### config.mk
export PLATFORM = sky130hd
export DESIGN_NAME = tm_switch_ctrl
export DESIGN_NICKNAME = d
export VERILOG_FILES = /design/src/rtl/tm_switch_ctrl.sv
export SDC_FILE = /design/constraint.sdc
export NUM_CORES = 1
export LEC_CHECK = 0
export ABC_AREA = 1
export BUFFER_PORTS_ARGS = -buffer_cell sky130_fd_sc_hd__buf_4
export CAP_MARGIN = 40
export CORE_MARGIN = 2
export CORE_UTILIZATION = 48
export CTS_CLUSTER_SIZE = 40
export DETAILED_ROUTE_END_ITERATION = 16
export PLACE_DENSITY = 0.73
export REMOVE_ABC_BUFFERS = 1
export SYNTH_ARGS = -nofsm -noshare
export SYNTH_HDL_FRONTEND = slang
export SYNTH_SLANG_ARGS = --single-unit
### constraint.sdc
create_clock -name clk -period 1.5 [get_ports clk]
set_clock_uncertainty 0.2 [all_clocks]
set_input_delay 0.075 -clock clk [delete_from_list [all_inputs] [get_ports clk]]
set_output_delay 0.075 -clock clk [all_outputs]
set_load 0.005 [all_outputs]
### src/rtl/tm_switch_ctrl.sv
// Test-mode switch controller for two IP instances.
// Arbitrates between two requesters and sequences each test_mode change:
// freeze the IP's input (drain), flip test_mode, let it settle, then ack.
//
// Handshake: req[i] is a level held by requester i until it sees ack[i].
// ack[i] is a single-cycle pulse marking completion. req_mode[i] is
// sampled only in the grant cycle. A requester that drops req after its
// grant still receives its ack; a request is never granted mid-transaction.
module tm_switch_ctrl #(
  parameter int DRAIN_CYC  = 4,
  parameter int SETTLE_CYC = 3
) (
  input  logic       clk,
  input  logic       rst_n,
  input  logic [1:0] req,
  input  logic [1:0] req_mode,
  output logic [1:0] ack,
  output logic [1:0] test_mode,
  output logic [1:0] in_hold,
  output logic       busy,
  output logic [2:0] dbg_state
);

  typedef enum logic [2:0] {
    IDLE   = 3'd0,
    DRAIN  = 3'd1,
    SWITCH = 3'd2,
    SETTLE = 3'd3,
    ACK    = 3'd4
  } state_t;

  localparam logic [3:0] DRAIN_LD  = 4'(DRAIN_CYC);
  localparam logic [3:0] SETTLE_LD = 4'(SETTLE_CYC);

  state_t     state_q, state_d;
  logic [3:0] cnt_q, cnt_d;
  logic       gnt_q, gnt_d;     // requester owning the current transaction
  logic       mode_q, mode_d;   // test_mode value sampled at grant
  logic       last_q, last_d;   // requester granted most recently
  logic [1:0] ack_q, ack_d;
  logic [1:0] hold_q, hold_d;
  logic [1:0] tm_q, tm_d;
  logic       busy_q, busy_d;

  logic       sel;              // arbitration winner among current requests
  logic [1:0] gnt_mask;

  // Next-state and registered-output computation
  always_comb begin
    state_d  = state_q;
    cnt_d    = cnt_q;
    gnt_d    = gnt_q;
    mode_d   = mode_q;
    last_d   = last_q;
    tm_d     = tm_q;
    sel      = 1'b0;
    gnt_mask = 2'b00;
    ack_d    = 2'b00;
    hold_d   = 2'b00;
    busy_d   = 1'b0;

    // Round-robin: on a tie the requester not granted last wins
    if (req == 2'b11) begin
      sel = ~last_q;
    end else begin
      sel = req[1];
    end

    case (state_q)
      IDLE: begin
        if (|req) begin
          gnt_d  = sel;
          last_d = sel;
          mode_d = req_mode[sel];
          if (req_mode[sel] == tm_q[sel]) begin
            // Already in the requested mode: acknowledge without touching the IP
            state_d = ACK;
          end else begin
            state_d = DRAIN;
            cnt_d   = DRAIN_LD;
          end
        end
      end
      DRAIN: begin
        if (cnt_q == 4'd1) begin
          state_d = SWITCH;
          cnt_d   = 4'd0;
        end else begin
          cnt_d = cnt_q - 4'd1;
        end
      end
      SWITCH: begin
        // test_mode flips on this edge, so it is visible in the first SETTLE cycle
        state_d     = SETTLE;
        cnt_d       = SETTLE_LD;
        tm_d[gnt_q] = mode_q;
      end
      SETTLE: begin
        if (cnt_q == 4'd1) begin
          state_d = ACK;
          cnt_d   = 4'd0;
        end else begin
          cnt_d = cnt_q - 4'd1;
        end
      end
      ACK: begin
        state_d = IDLE;
      end
      default: begin
        state_d = IDLE;
        cnt_d   = 4'd0;
      end
    endcase

    gnt_mask = gnt_d ? 2'b10 : 2'b01;
    ack_d    = (state_d == ACK) ? gnt_mask : 2'b00;
    // Hold spans DRAIN through the ACK that ends a real transition; a no-op ACK never holds
    if ((state_d == DRAIN) || (state_d == SWITCH) || (state_d == SETTLE) ||
        ((state_d == ACK) && (state_q == SETTLE))) begin
      hold_d = gnt_mask;
    end
    busy_d = (state_d != IDLE);
  end

  // State and output registers with asynchronous reset
  always_ff @(posedge clk or negedge rst_n) begin
    if (!rst_n) begin
      state_q <= IDLE;
      cnt_q   <= 4'd0;
      gnt_q   <= 1'b0;
      mode_q  <= 1'b0;
      last_q  <= 1'b1;
      ack_q   <= 2'b00;
      hold_q  <= 2'b00;
      tm_q    <= 2'b00;
      busy_q  <= 1'b0;
    end else begin
      state_q <= state_d;
      cnt_q   <= cnt_d;
      gnt_q   <= gnt_d;
      mode_q  <= mode_d;
      last_q  <= last_d;
      ack_q   <= ack_d;
      hold_q  <= hold_d;
      tm_q    <= tm_d;
      busy_q  <= busy_d;
    end
  end

  assign ack       = ack_q;
  assign in_hold   = hold_q;
  assign test_mode = tm_q;
  assign busy      = busy_q;
  assign dbg_state = state_q;

endmodule

### Word-level counts from Yosys, hierarchy flattened

Cells that the tools add are included.

* equality and inequality tests: 13
* bitwise gates (word level): 2
* multiplexer cells: 22
* add/sub/neg operators: 1
* reduce and logical (&&, ||, !) cells: 11
* $lt $le $gt $ge: 3

Operators by type and width (count)
* one-hot mux 4 bit (4 select lines): 1
* == test 3 x 2 -> 1 bit (second input constant): 4
* two-way mux 3 bit: 4
* two-way mux 4 bit: 3
* one-hot mux 3 bit (4 select lines): 1
* two-way mux 1 bit: 8
* == test 3 x 1 -> 1 bit (second input constant): 2
* == test 3 bit (second input constant): 2
* two-way mux 2 bit: 3
* == test 4 x 1 -> 1 bit (second input constant): 1
* less-than comparator 1 x 2 -> 1 bit (second input constant): 2
* inequality test 2 bit (second input constant): 2
* OR reduction 2 bit: 2
* subtractor 4 x 1 -> 4 bit (second input constant): 1
* logical NOT 3 bit: 1
* logical OR 1 bit: 3
* AND reduction 3 bit: 1
* nonzero test 3 bit: 1
* bitwise mux 2 bit: 1
* == test 2 bit (second input constant): 1
* logical AND 1 bit: 2
* inverter 1 bit: 2
* AND reduction 2 bit: 1
* demux 1 bit (select 1 bit): 1
* other kinds (2): 2

* logic and storage cells: 61
* output and inout bits: 10
* register bits after elaboration: 17

### Logic depth before layout (Yosys ltp)

* depth after elaboration: 13
* gate-level depth with buffers: 10
* gate-level depth less buffers: 10

### Least setup slack after synthesis

Ideal clock, no wire load.

* kind: flip-flop to flip-flop
* start point: register cnt_q[1]
* end point: register hold_q[1] (netlist: in_hold[1])
* slack: 0.008 ns
* data required time: 1.187 ns
* arrival: 1.179 ns
* period minus slack after synthesis: 1.492 ns
* cell stages (with the launch flop): 10
* path through: dfrtp_1 inv_1 ha_1 nand2_1 nor2_1 nor2_1 nor2_2 nand4_2 nand2_1 inv_1

* longest elaborated chain between the ends: 8

Ends and longest elaborated chain
* start, declared: RTL line 36 `logic [3:0] cnt_q, cnt_d;`
* start signal, assigned: RTL line 139 `cnt_q <= cnt_d;`
* == test 4 x 1 -> 1 bit (*): RTL line 85, 99
* two-way mux 3 bit, on equally long branches: RTL line 99, 85
* one-hot mux 3 bit (4 select lines) (*): RTL line 69 `case (state_q)`
* == test 3 x 1 -> 1 bit or == test 3 x 2 -> 1 bit (tied branches): RTL line 118 `if ((state_d == DRAIN) || (state_d == SWITCH) || (state_d == SETTLE) ||`
* logical OR 1 bit (2 in series): RTL line 118
* logical OR 1 bit (*): RTL line 118
* two-way mux 2 bit (*): RTL line 118
* named net hold_d[1]: RTL line 41 `logic [1:0] hold_q, hold_d;`
* end signal, assigned: RTL line 144 `hold_q <= hold_d;`
* end, declared: RTL line 41

Mark *: on every way through the listed nets, which the timed path passes. The rest lies on a longest branch.
A chain may end at the register's enable or synchronous reset.

### Final worst setup path

* start point: register last_q
* end point: register cnt_q[2]

* longest elaborated chain between the ends: 7

Ends and longest elaborated chain
* start, declared: RTL line 39 `logic last_q, last_d;`
* start signal, assigned: RTL line 142 `last_q <= last_d;`
* inverter 1 bit (*): RTL line 64 `sel = ~last_q;`
* two-way mux 1 bit (*): RTL line 63 `if (req == 2'b11) begin`
* two-way mux 1 bit (not written as such) (2 in series): RTL line 75 `if (req_mode[sel] == tm_q[sel]) begin`
* == test 1 bit (*): RTL line 75
* inequality test 2 bit (no source line) (*)
* AND reduction 3 bit (no source line) (*)

Every way passes the cells marked *; elsewhere a longest branch is shown, timed or not. The select of a mux whose other input is x is not followed.

==> impl_metrics.json <==
{
  "num_vias": 853,
  "worstSetupEndpointType": "register",
  "clkSinkCount": 17,
  "cts.clk_slew.worst_paths_ns": 0.10,
  "synthToLayoutAreaGrowth_pct": 54.62,
  "synth_fa_ha_area_share_pct": 2.801,
  "post_drt_wl_per_cell_um": 13.01,
  "initial_core_util_pct": 51.18,
  "max_cap_violations": 0,
  "synth_xor_area_share_pct": 0.9804,
  "power.density_nw_per_um2": 2183,
  "avgSynthCellArea_um2": 8.428,
  "drc": 0,
  "die_x_um": 47.14,
  "crit_slowest_cell": "dfstp_2",
  "met3WireLength_um": 87,
  "drive_gt1_share_pct": 53.06,
  "violations": "setup timing",
  "firstDrtPassIters": 4,
  "grt_overflow": 0,
  "fin_setup_tns_ns": -0.7346,
  "met1Wirelength_um": 943,
  "seq_area_frac_synth_pct": 47.76,
  "synth_cells": 106,
  "nNetsFinal": 156,
  "top_layer": "met4",
  "ir_worst_vdd_uv": 1438,
  "grt_util_all_layers_pct": 23.55,
  "worstPathBufferInverterCount": 1,
  "fin_crit_sh_pct": 106.8,
  "cts.path.max_buffers": 2,
  "syn_area_um2": 893.4,
  "grt_pass1_vias": 847,
  "place_inst": 160,
  "grt_pass1_wl_um": 3498,
  "drv_slew": 0,
  "io_pins": 16,
  "cp_cell_sequence": "nand2_4 > nand3b_1 > nand2_2 > nand2_4 > nand3_4 > buf_4 > a31oi_1",
  "cp_top_family": "flip-flops",
  "stdcell_area_um2": 1381,
  "crit_required_ns": 1.52,
  "worstPathMaxFanout": 5,
  "maxSlewHeadroom_pct": 78.87,
  "hold_viol": 0,
  "core_um2": 1745,
  "status": "finished, violations left",
  "cts_buffers": 3,
  "post_synth_mux_area_share_pct": 0,
  "finalSetupViolCount": 11,
  "rows": 15,
  "place_hpwl_um": 1457,
  "h-tree-depth": 1,
  "cp_common_cell": "nand2_4",
  "fillers": 128,
  "max_slew.worst_pin.slew_ns": 0.3158,
  "hp-class": "in -> reg",
  "layoutNonFillerInstCount": 172,
  "grt_max_degree": 18,
  "port_buffers": 15,
  "place_area_um2": 1142,
  "die_y_um": 47.14,
  "synth_cell_types": 24,
  "synth_top_family_by_area": "simple AND/OR/NAND/NOR gates",
  "first_iter_violations": 19,
  "via_per_inst": 4.959,
  "ant_nets": 0,
  "yosys.area_share.simple_pct": 33.47,
  "totalWireLength_um": 2237,
  "grt_setup_unrepaired": "yes",
  "critPathArrivalTime_ns": 1.62,
  "fmax_mhz": 624.4,
  "cellLeakagePower_nw": 0.6886,
  "cts_tree": "yes",
  "gp_congestion": 0.9043,
  "clk_latency_ns": 0.30,
  "ys_warn_count": 0,
  "crit_type": "reg -> reg",
  "dr_wl_met2_um": 1149,
  "synth_compound_area_share_pct": 8.263,
  "n_antenna_cell": 0,
  "critPathLaunchType": "register",
  "ctsRootBufferMaster": "clkbuf_4",
  "fin_crit_ns": 1.602,
  "grt_antenna_before_repair": 0,
  "synth_seq_cells": 17,
  "die_area_um2": 2222,
  "setup_slack_ns": -0.1016,
  "critPathMaxStageDelay_ns": 0.57
}
## flip-flops by register name (all words and copies together), names as in the netlist
signal / flops
mode_q: 1
ack: 2
gnt_q: 1
last_q: 1
test_mode: 2
dbg_state: 3
in_hold: 2
busy: 1
cnt_q: 4
## synth_stat cells
library cell / number / area, um2
nand2_4: 1 / 11.26
nand4_1: 2 / 12.51
xor2_1: 1 / 8.760
nor3_2: 1 / 10.01
nor2_2: 1 / 6.260
nand3b_1: 3 / 22.52
nand3_2: 1 / 10.01
nand2_2: 2 / 12.51
inv_2: 2 / 7.510
o21ai_4: 1 / 16.27
nor2_4: 2 / 22.52
o31ai_1: 1 / 7.510
a21oi_1: 2 / 10.01
nand4_2: 1 / 12.51
o21ai_0: 3 / 15.01
nand2_1: 25 / 93.84
nand3_1: 8 / 40.04
dfrtp_1: 16 / 400.4
nor2_1: 12 / 45.04
dfstp_2: 1 / 26.28
a31oi_1: 3 / 18.77
ha_1: 2 / 25.02
o22ai_1: 1 / 6.260
inv_1: 14 / 52.55
## power breakdown
| part | internal, W | switching (W) |
|---|---|---|
| clock | 0.000104 | 0.000153 |
| combinational | 0.000892 | 0.000970 |
| sequential | 0.000685 | 0.000212 |
## layout by cell type (no fill, tap or decap), types with 6 or more instances in the layout
master	Yosys	routed
nand3_1	8	7
nand2_4	1	7
inv_1	14	10
nand2_1	25	9
nand2_2	2	11
nor2_1	12	7
dfrtp_1	16	15
buf_4	0	33
inv_2	2	6
## tightest hold or removal path: stages
cell and delay [ns]:
buf_4 0.15, nor2_1 0.11, o21ai_0 0.18, nand2_1 0.06
## metal layers
layer	global-route usage, %	up-vias
met5	0	-
met4	14.44	0
met3	5.385	6
met2	41.64	18
met1	25.24	401
li1	-	428
## worst paths after layout
kind | cells after the start | slack, ns | end | startpoint
min in group asynchronous | 3 | 0.49 | cnt_q[2] | rst_n
min reg2reg | 1 | 0.28 | test_mode[1] | gnt_q
max in group asynchronous | 3 | 0.36 | last_q | rst_n
min | 4 | 0.06 | last_q | req[1]
max | 7 | -0.10 | cnt_q[2] | last_q
max reg2reg | 7 | -0.10 | cnt_q[2] | last_q
## what timing repair did
action	CTS	global route
setup buffers	4	1
endpoints found under the hold margin	18	0
setup endpoints to repair	9	12
hold buffers	3	0
gates resized for setup	17	25
pin swaps	9	19
## cells by family (layout without fill, tap and decap cells)
| kind of cell | after synthesis | after routing |
|---|---|---|
| DFF | 17 | 17 |
| buffers and inverters | 16 | 57 |
| xor gates and xnor gates | 1 | 1 |
| and+or+nand+nor | 59 | 59 |
| AOI/OAI and AO/OA | 11 | 11 |
| adders and majority gates | 2 | 2 |
## final cells by class
type | count | area, um2 | share of cell area [%]
Clock buffer | 4 | 26.28 | 1.902
Inverter | 16 | 60.06 | 4.348
Multi-Input combinational cell | 73 | 546.8 | 39.58
Sequential cell | 17 | 427.9 | 30.98
Tap cell | 25 | 31.28 | 2.265
Timing Repair Buffer | 37 | 289.0 | 20.92
## through the flow
step	utilization, %	hold WS (ns)	setup WS, ns	total power [W]
after floorplan	-	-0.4206	0.007984	0.001668
after global placement	65.45	-0.2489	-0.1040	0.002266
after detailed placement	65.45	-0.2493	-0.1417	0.002318
after CTS	73.33	0.01358	-0.06719	0.002758
after global routing	79.14	0.1069	-0.1828	0.003250
final	79.14	0.06358	-0.1016	0.003015
No activity file was read; power rests on OpenSTA's default activity.
